$ cat config.mk
export PLATFORM = sky130hd
export DESIGN_NAME = log2_block_max_abs
export DESIGN_NICKNAME = d
export VERILOG_FILES = /design/src/rtl/mxint_pkg.sv /design/src/rtl/lane_abs_or.sv /design/src/rtl/log2_block_max_abs.sv
export SDC_FILE = /design/constraint.sdc
export NUM_CORES = 1
export LEC_CHECK = 0
export ABC_AREA = 1
export BUFFER_PORTS_ARGS = -buffer_cell sky130_fd_sc_hd__buf_4
export CORE_MARGIN = 3
export CORE_UTILIZATION = 35
export CTS_BUF_LIST = sky130_fd_sc_hd__clkbuf_16
export CTS_CLUSTER_SIZE = 30
export DETAILED_ROUTE_END_ITERATION = 10
export RECOVER_POWER = 50
export SYNTH_ARGS = -nofsm -noshare
export SYNTH_HDL_FRONTEND = slang
export SYNTH_SLANG_ARGS = --single-unit
$ cat constraint.sdc
create_clock -name clk -period 5.2 [get_ports clk]
set_clock_uncertainty 0.2 [all_clocks]
set_input_delay 0 -clock clk [delete_from_list [all_inputs] [get_ports clk]]
set_output_delay 0 -clock clk [all_outputs]
set_load 0.01 [all_outputs]
$ cat src/rtl/mxint_pkg.sv
// rtl/mxint_pkg.sv - shared widths, helpers and types for the MXINT exponent finder
package mxint_pkg;

  function automatic int exp_width(input int w);
    return $clog2(w) + 1;
  endfunction

  // A one-beat block still needs a 1-bit counter.
  function automatic int cnt_width(input int n);
    return (n > 1) ? $clog2(n) : 1;
  endfunction

  localparam int DEFAULT_IN_WIDTH = 16;

  typedef logic [$clog2(DEFAULT_IN_WIDTH):0] exp_t;

  typedef enum logic {
    OUT_EMPTY = 1'b0,
    OUT_FULL  = 1'b1
  } out_state_t;

endpackage

$ cat src/rtl/lane_abs_or.sv
// rtl/lane_abs_or.sv - per-lane magnitude and OR-reduce of one beat
// LOG2_BLOCK_MAX_ABS_SAT_EN saturates the most-negative signed lane instead of wrapping.
module lane_abs_or #(
  parameter int IN_SIZE  = 4,
  parameter int IN_WIDTH = 16,
  parameter int SIGNED   = 1
) (
  input  logic [IN_WIDTH-1:0] data_in [IN_SIZE],
  output logic [IN_WIDTH-1:0] beat_or
);

  localparam logic [IN_WIDTH-1:0] ONE      = IN_WIDTH'(1);
  localparam logic [IN_WIDTH-1:0] MOST_NEG = {1'b1, {(IN_WIDTH-1){1'b0}}};
  localparam logic [IN_WIDTH-1:0] MAX_POS  = {1'b0, {(IN_WIDTH-1){1'b1}}};

  logic [IN_WIDTH-1:0] w_mag;

  always_comb begin
    beat_or = '0;
    w_mag   = '0;
    for (int i = 0; i < IN_SIZE; i++) begin
      w_mag = data_in[i];
      if ((SIGNED != 0) && data_in[i][IN_WIDTH-1]) begin
        w_mag = ~data_in[i] + ONE;
`ifdef LOG2_BLOCK_MAX_ABS_SAT_EN
        if (data_in[i] == MOST_NEG) w_mag = MAX_POS;
`endif
      end
      beat_or = beat_or | w_mag;
    end
  end

endmodule

$ cat src/rtl/log2_block_max_abs.sv
// rtl/log2_block_max_abs.sv - multi-beat shared-exponent finder for MXINT blocks
// Optional LOG2_BLOCK_MAX_ABS_SAT_EN is handled in lane_abs_or.
module log2_block_max_abs
  import mxint_pkg::*;
#(
  parameter int IN_SIZE   = 4,
  parameter int IN_WIDTH  = 16,
  parameter int NUM_BEATS = 4,
  parameter int SIGNED    = 1,
  parameter int OUT_WIDTH = exp_width(IN_WIDTH)
) (
  input  logic                 clk,
  input  logic                 rst,
  input  logic [IN_WIDTH-1:0]  data_in [IN_SIZE],
  input  logic                 data_in_valid,
  output logic                 data_in_ready,
  output logic [OUT_WIDTH-1:0] data_out,
  output logic                 data_out_zero,
  output logic                 data_out_valid,
  input  logic                 data_out_ready
);

  localparam int CW = cnt_width(NUM_BEATS);
  localparam logic [CW-1:0] LAST = CW'(NUM_BEATS - 1);

  logic [IN_WIDTH-1:0]  r_acc;
  logic [CW-1:0]        r_cnt;
  logic [OUT_WIDTH-1:0] r_data_out;
  logic                 r_zero;
  out_state_t           r_state;
  out_state_t           w_state_nxt;

  logic [IN_WIDTH-1:0]  w_beat_or;
  logic [IN_WIDTH-1:0]  w_final;
  logic [OUT_WIDTH-1:0] w_exp;
  logic                 w_last;
  logic                 w_in_fire;
  logic                 w_out_fire;

  lane_abs_or #(
    .IN_SIZE  (IN_SIZE),
    .IN_WIDTH (IN_WIDTH),
    .SIGNED   (SIGNED)
  ) u_lane_abs_or (
    .data_in (data_in),
    .beat_or (w_beat_or)
  );

  assign w_final        = r_acc | w_beat_or;
  assign w_last         = (r_cnt == LAST);
  assign data_out_valid = (r_state == OUT_FULL);
  // Only the closing beat needs a free output slot, so partial beats never stall.
  assign data_in_ready  = !w_last || !data_out_valid || data_out_ready;
  assign w_in_fire      = data_in_valid && data_in_ready;
  assign w_out_fire     = data_out_valid && data_out_ready;
  assign data_out       = r_data_out;
  assign data_out_zero  = r_zero;

  always_comb begin
    w_exp = '0;
    for (int i = 0; i < IN_WIDTH; i++) begin
      if (w_final[i]) w_exp = OUT_WIDTH'(i + 1);
    end
  end

  always_ff @(posedge clk) begin
    if (!rst) begin
      r_acc      <= '0;
      r_cnt      <= '0;
      r_data_out <= '0;
      r_zero     <= 1'b0;
    end else if (w_in_fire) begin
      if (w_last) begin
        r_data_out <= w_exp;
        r_zero     <= (w_final == '0);
        r_acc      <= '0;
        r_cnt      <= '0;
      end else begin
        r_acc <= w_final;
        r_cnt <= r_cnt + CW'(1);
      end
    end
  end

  always_ff @(posedge clk) begin
    if (!rst) r_state <= OUT_EMPTY;
    else      r_state <= w_state_nxt;
  end

  always_comb begin
    w_state_nxt = r_state;
    if (w_in_fire && w_last) w_state_nxt = OUT_FULL;
    else if (w_out_fire)     w_state_nxt = OUT_EMPTY;
  end

endmodule

# --- Word level (Yosys, flattened, before mapping) ---
# Cells that the tools add are included.
op_classes:
  bitwise: 8
  addsub: 5
  reduce_logical: 10
  magnitude_cmp: 0
  n_mux: 24
  multipliers: 0
  shifts: 0
  n_div: 0
  eq_ne: 1
ops:
  columns: ["op", "n"]
  rows:
  - ["$mux 16", 5]
  - ["$mux 5", 14]
  - ["$add 16x1->16 const B", 4]
  - ["$not 16->16", 4]
  - ["$or 16x16->16", 4]
  - ["$logic_not 16->1", 1]
  - ["$mux 2", 2]
  - ["$logic_and 1x1->1", 3]
  - ["$mux 1", 3]
  - ["$add 2x1->2 const B", 1]
  - ["$eq 2x2->1 const B", 1]
  - ["$logic_not 1->1", 2]
  - ["$logic_or 1x1->1", 2]
  - ["$reduce_and 2->1", 1]
  - ["$reduce_bool 2->1", 1]
word_totals:
  memories: 0
  latch_bits: 0
  ramBits: 0
  regBits: 25
  wordCells: 53
  mem_bits_ro: 0

# --- Longest topological paths before layout ---
logic_depth:
  word_depth: 23
  depth_mapped: 22

# --- Modules after synthesis ---
# A second synthesis with hierarchy kept.
unflattened:
  hier_cells: 506
  hier_area_um2: 2836.5
by_module_without_submodules:
  columns: ["mod", "cells_per_inst", "n_inst", "seq_area_each_um2", "area_each_um2"]
  rows:
  - ["lane_abs_or", 346, 1, 0.0, 1674.1]
  - ["log2_block_max_abs", 160, 1, 500.5, 1162.4]

# --- Least setup slack after synthesis ---
# Ideal clock, no wire load.
synth_timing:
  path_type: "register -> register"
  start: "register r_cnt[0]"
  end: "register r_zero, in the netlist data_out_zero"
  path_stages_with_launch: 10
  setup_ns: 0.067
  slack_ns: 3.196
  n_path_buf: 0
  t_arrival_ns: 1.737
  period_less_slack_ns: 2.004
  path_cell_list: "dfxtp_1 > ha_1 > nand2_1 > nand2_1 > inv_1 > nand2_1 > nor4_1 > nand3_1 > or2_2 > o21ai_2"
synth_via:
  elab_chain_cells: 6
synth_lines:
  columns: ["element", "line", "source"]
  rows:
  - ["start, declared", "log2_block_max_abs.sv:27", "logic [CW-1:0] r_cnt;"]
  - ["start signal, assigned", "log2_block_max_abs.sv:80", "r_cnt <= r_cnt + CW'(1);"]
  - ["$eq 2x2->1", "log2_block_max_abs.sv:50", "assign w_last = (r_cnt == LAST);"]
  - ["$logic_not 1->1", "log2_block_max_abs.sv:53", "assign data_in_ready = !w_last || !data_out_valid || data_out_ready;"]
  - ["$logic_or 1x1->1 (2 in series)", "log2_block_max_abs.sv:53", null]
  - ["named net data_in_ready", "log2_block_max_abs.sv:16", "output logic data_in_ready,"]
  - ["$logic_and 1x1->1", "log2_block_max_abs.sv:54", "assign w_in_fire = data_in_valid && data_in_ready;"]
  - ["$reduce_and 2->1 (no source line)", null, null]
  - ["end signal, assigned", "log2_block_max_abs.sv:75", "r_zero <= (w_final == '0);"]
  - ["end, declared", "log2_block_max_abs.sv:29", "logic r_zero;"]
# The timed path passes the listed nets, and every way through them passes these cells.
# A chain may end at the register's enable or synchronous reset.

# --- Final worst setup path ---
layout_timing:
  start: "input port data_in[8] (netlist bit)"
  end: "register r_data_out[3], in the netlist data_out[3]"
layout_via:
  elab_chain_cells: 13
layout_lines:
  columns: ["element", "line", "source"]
  rows:
  - ["start, declared", "log2_block_max_abs.sv:14", "input logic [IN_WIDTH-1:0] data_in [IN_SIZE],"]
  - ["$not 16->16", "lane_abs_or.sv:24", "w_mag = ~data_in[i] + ONE;"]
  - ["$add 16x1->16", "lane_abs_or.sv:24", null]
  - ["$mux 16 *", "lane_abs_or.sv:23", "if ((SIGNED != 0) && data_in[i][IN_WIDTH-1]) begin"]
  - ["$or 16x16->16 *", "lane_abs_or.sv:29", "beat_or = beat_or | w_mag;"]
  - ["$or 16x16->16 *", "log2_block_max_abs.sv:49", "assign w_final = r_acc | w_beat_or;"]
  - ["$mux 5 (7 in series)", "log2_block_max_abs.sv:62", "if (w_final[i]) w_exp = OUT_WIDTH'(i + 1);"]
  - ["$mux 5 *", "log2_block_max_abs.sv:62", null]
  - ["end signal, assigned", "log2_block_max_abs.sv:74", "r_data_out <= w_exp;"]
  - ["end, declared", "log2_block_max_abs.sv:28", "logic [OUT_WIDTH-1:0] r_data_out;"]
# Every way passes the cells marked *; elsewhere a longest branch is shown, timed or not.

==> summary.md <==
| Metric | Value |
|---|---|
| Most common cell type on the critical path | `nand2_1` |
| # DRC | `0` |
| Yosys warns | `0` |
| DRT Pass-1 Iters | `5` |
| Slowest Stage Delay on Critical Path | `~0.57 ns` |
| CTS tree | `done` |
| Peak Freq | `0.3739 GHz` |
| Synth top area cells | `dfxtp_1, nand2_1, nor2_1` |
| Number of synthesized flops with an enable pin | `0` |
| Syn_area_per_cell | `roughly 5.9 um2` |
| Post-cts repair resize count | `0` |
| Vias per inst | `just under 5` |
| Hold-fix buffers, CTS | `16` |
| Final Setup Violations | `0` |
| Total gr overflow | `0` |
| DRT Wirelength | `about 8.6 mm` |
| Worst EP required | `slightly above 5 ns` |
| Layout Nets | `641` |
| Largest net degree at the start of global routing | `17` |
| DIE AREA | `between 0.009 and 0.01 mm2` |
| Setup_tns | `0 ns` |
| CP Launch Point | `data_in[8]` |
| CTS H-tree depth | `1` |
| Num CTS Buffers | `3` |
| Period utilization | `0.5143` |
| Top post-synthesis cells by count | `nand2_1, nor2_1, inv_1, nand3_1, o21ai_0` |
| Critical setup path kind | `in -> reg` |
| Area grow syn2layout | `30.68%` |
| Leakage | `between 1.5 and 2 nW` |
| Initial core utilization | `0.3618` |
| Worst Path Arrival | `roughly 2.6 ns` |
| Post-synth cell types | `38` |
| Setup WS pre-CTS | `2.797 ns` |
| Root Buffer | `clkbuf_16` |
| Final min period | `approximately 2.7 ns` |
| Clock transition at path regs | `~0.070 ns` |
| Synthesis-stage register bit count | `25` |
| CP Launch Type | `input port` |
| Failing checks | `hold timing` |
| Initial antenna violation count | `0` |
| Max_cap viols | `0` |
| Reg-to-Reg End | `data_out_zero$_SDFFE_PN0P_` |
| Async SR Flop Fraction | `0` |
| Via count | `3276` |
| Core Util, Final | `0.4728` |
| Pwr dens | `approximately 160 mW/mm2` |
| VDD IR max | `~0.12 mV` |
| GPL Wtd Cong | `roughly 0.88` |
| Syn Std Cell Area | `0.002810 mm2` |
| Syn nets | `between 500 and 600` |
| WP depth | `15` |
| Final hold vios | `2` |
| # Post-CTS Setup Buffers | `0` |
| R2r setup slk | `roughly 2.7 ns` |
| Crit path buffers/inverters | `3` |
| Die X | `between 90 and 100 um` |
| Crit end category | `flip-flop` |
| Layout cell share with drive strength beyond 1 | `0.2381` |
| Top cell type's share of synthesized area | `0.1781` |
| Sinks on Clock Net | `25` |
| First-pass GRT wire length | `between 10 and 15 mm` |
| CP max-delay cell | `dlygate4sd3_1` |
| Post-synthesis sequential area ratio | `0.1781` |
| Reg2reg path depth | `9` |
| Slew @ Worst Pin | `0.4463 ns` |
| GR Util All Layers | `0.1889` |
| RSZ-0062 raised after global routing | `false` |
| Main synth FF type | `dfxtp_1` |
| N_diodes | `0` |
| Core area | `slightly below 0.008 mm2` |
| Placed cell count | `649` |
| CP Max Fanout | `3` |
| Most frequent cell after synthesis | `nand2_1` |
| Post-DP HPWL | `7.123 mm` |
| Final setup margin | `2.526 ns` |
| Cell count after synthesis | `around 480` |
| Cell breakdown of the critical path | `dlygate4sd3_1 > buf_4 > nor2_1 > nand4_1 > nand2_1 > o21ai_1 > xnor2_1 > nand2_1 > dlygate4sd3_1 > nor3_2 > nand2_2 > nor2_2 > nand2_2 > nand2_1 > nand2_1` |
| Status | `finished, violations left` |
| Wirelength per Cell | `~13 um` |
| Worst relative slew slack | `0.7002` |
| Min-Delay Path Class | `in -> reg` |
| Most area-hungry cell type in the Yosys netlist | `dfxtp_1` |
| Worst hold slack | `-0.01320 ns` |
| Worst-Skew Late Latency | `between 0.2 and 0.3 ns` |
| R2r startpoint | `r_cnt[0]$_SDFFE_PN0P_` |
| I/O pin total | `between 70 and 80` |
| Die span in y | `95.61 um` |
| Crit path max-delay family | `buffers and inverters` |
| Vias in the first global route | `between 3000 and 4000` |
| Row count | `32` |
| Fillers | `between 800 and 900` |
| Post-DRT Antenna Nets | `0` |
| Final Slew Violations | `0` |
| Initial DRC count | `between 100 and 150` |
| Non-filler cells, final | `669` |
| CTS max path bufs | `2` |
| CP Capture Point | `data_out[3]$_SDFFE_PN0P_` |
| IO buf count | `75` |
[final cells by class]
class                           count  area [um2]  area share
Clock inverter                      1       5.005    0.001363
Clock buffer                        3       75.07     0.02044
Timing Repair Buffer               91       693.2      0.1888
Tap cell                          102       127.6     0.03475
Inverter                           74       277.8     0.07564
Multi-Input combinational cell    373        1993      0.5428
Sequential cell                    25       500.5      0.1363
[state kept, by name (all words and copies together), names as in the netlist]
signal,count
r_acc,16
data_out_zero,1
r_cnt,2
data_out_valid,1
data_out,5
[stage by stage]
stage	area [um2]	hold slack, ns	total power [W]
global placement	3462	0.06546	0.0004177
global route	3672	0.02128	0.0006401
detailed placement	3462	0.07750	0.0004208
CTS	3702	0.001233	0.0006015
floorplan	2810	-0.07497	0.0003369
finish	3672	-0.01320	0.0005974
[cells in the final DEF (no fill, tap or decap), types with 2 or more instances in the layout]
cell type      Yosys  final
nand2_1          124    124
buf_4              2     66
nor2_1            58     58
inv_1             53     53
nand3_1           41     41
o21ai_0           26     26
dfxtp_1           25     25
inv_2             20     20
dlygate4sd3_1      0     16
xor2_1            13     13
xnor2_1           10     10
nor3_1             9      9
a21oi_1            9      9
nand2_2            8      8
nor2_2             8      8
clkbuf_1           1      8
nand3b_1           7      7
o21ai_1            7      7
nand4_1            6      6
a211oi_1           5      5
ha_1               5      5
nor3_2             4      4
nand3_2            4      4
or2_2              4      4
o21ai_2            4      4
nor4_1             4      4
nor2_4             3      3
nor3b_2            3      3
clkbuf_16          0      3
and2_1             2      2
nor3_4             2      2
[routing by layer]
layer,GRT usage,share of wire
met1,0.2428,0.45
met2,0.3301,0.47
met3,0.02684,0.056
met4,0.04621,0.022
met5,0,0
[cell families after synthesis]
group / count (synthesis) / synth area share
simple gates: 292 / 0.5089
buf+inv: 81 / 0.1126
compound gates: 53 / 0.1064
flops: 25 / 0.1781
xor+xnor: 23 / 0.07168
fa+ha+maj: 5 / 0.02226
[where the power goes]
group,switching (W),internal (W)
clock,0.0000678,0.000104
combinational,0.000119,0.0000964
sequential,0.00000592,0.000204
[worst min-delay path by stage]
stage	start	cells after the start	end	slack, ns
4_1_cts	data_in[36]	5	r_acc[4]$_SDFFE_PN0P_	0.001
5_1_grt	data_in[16]	5	r_acc[0]$_SDFFE_PN0P_	0.02
6_report	data_in[20]	5	r_acc[4]$_SDFFE_PN0P_	-0.01
3_5_place_dp	rst	3	data_out[4]$_SDFFE_PN0P_	0.08
3_3_place_gp	rst	3	data_out[4]$_SDFFE_PN0P_	0.07
2_1_floorplan	rst	2	data_out_valid$_SDFFE_PN0P_	-0.07
[tightest hold or removal path: cells and delay by family]
family / cells / cell delay, ns
and+or+nand+nor: 3 / 0.25
buffers and inverters: 1 / 0.10
xor gates and xnor gates: 1 / 0.06
Note: power is estimated with default switching activity, not from simulation.
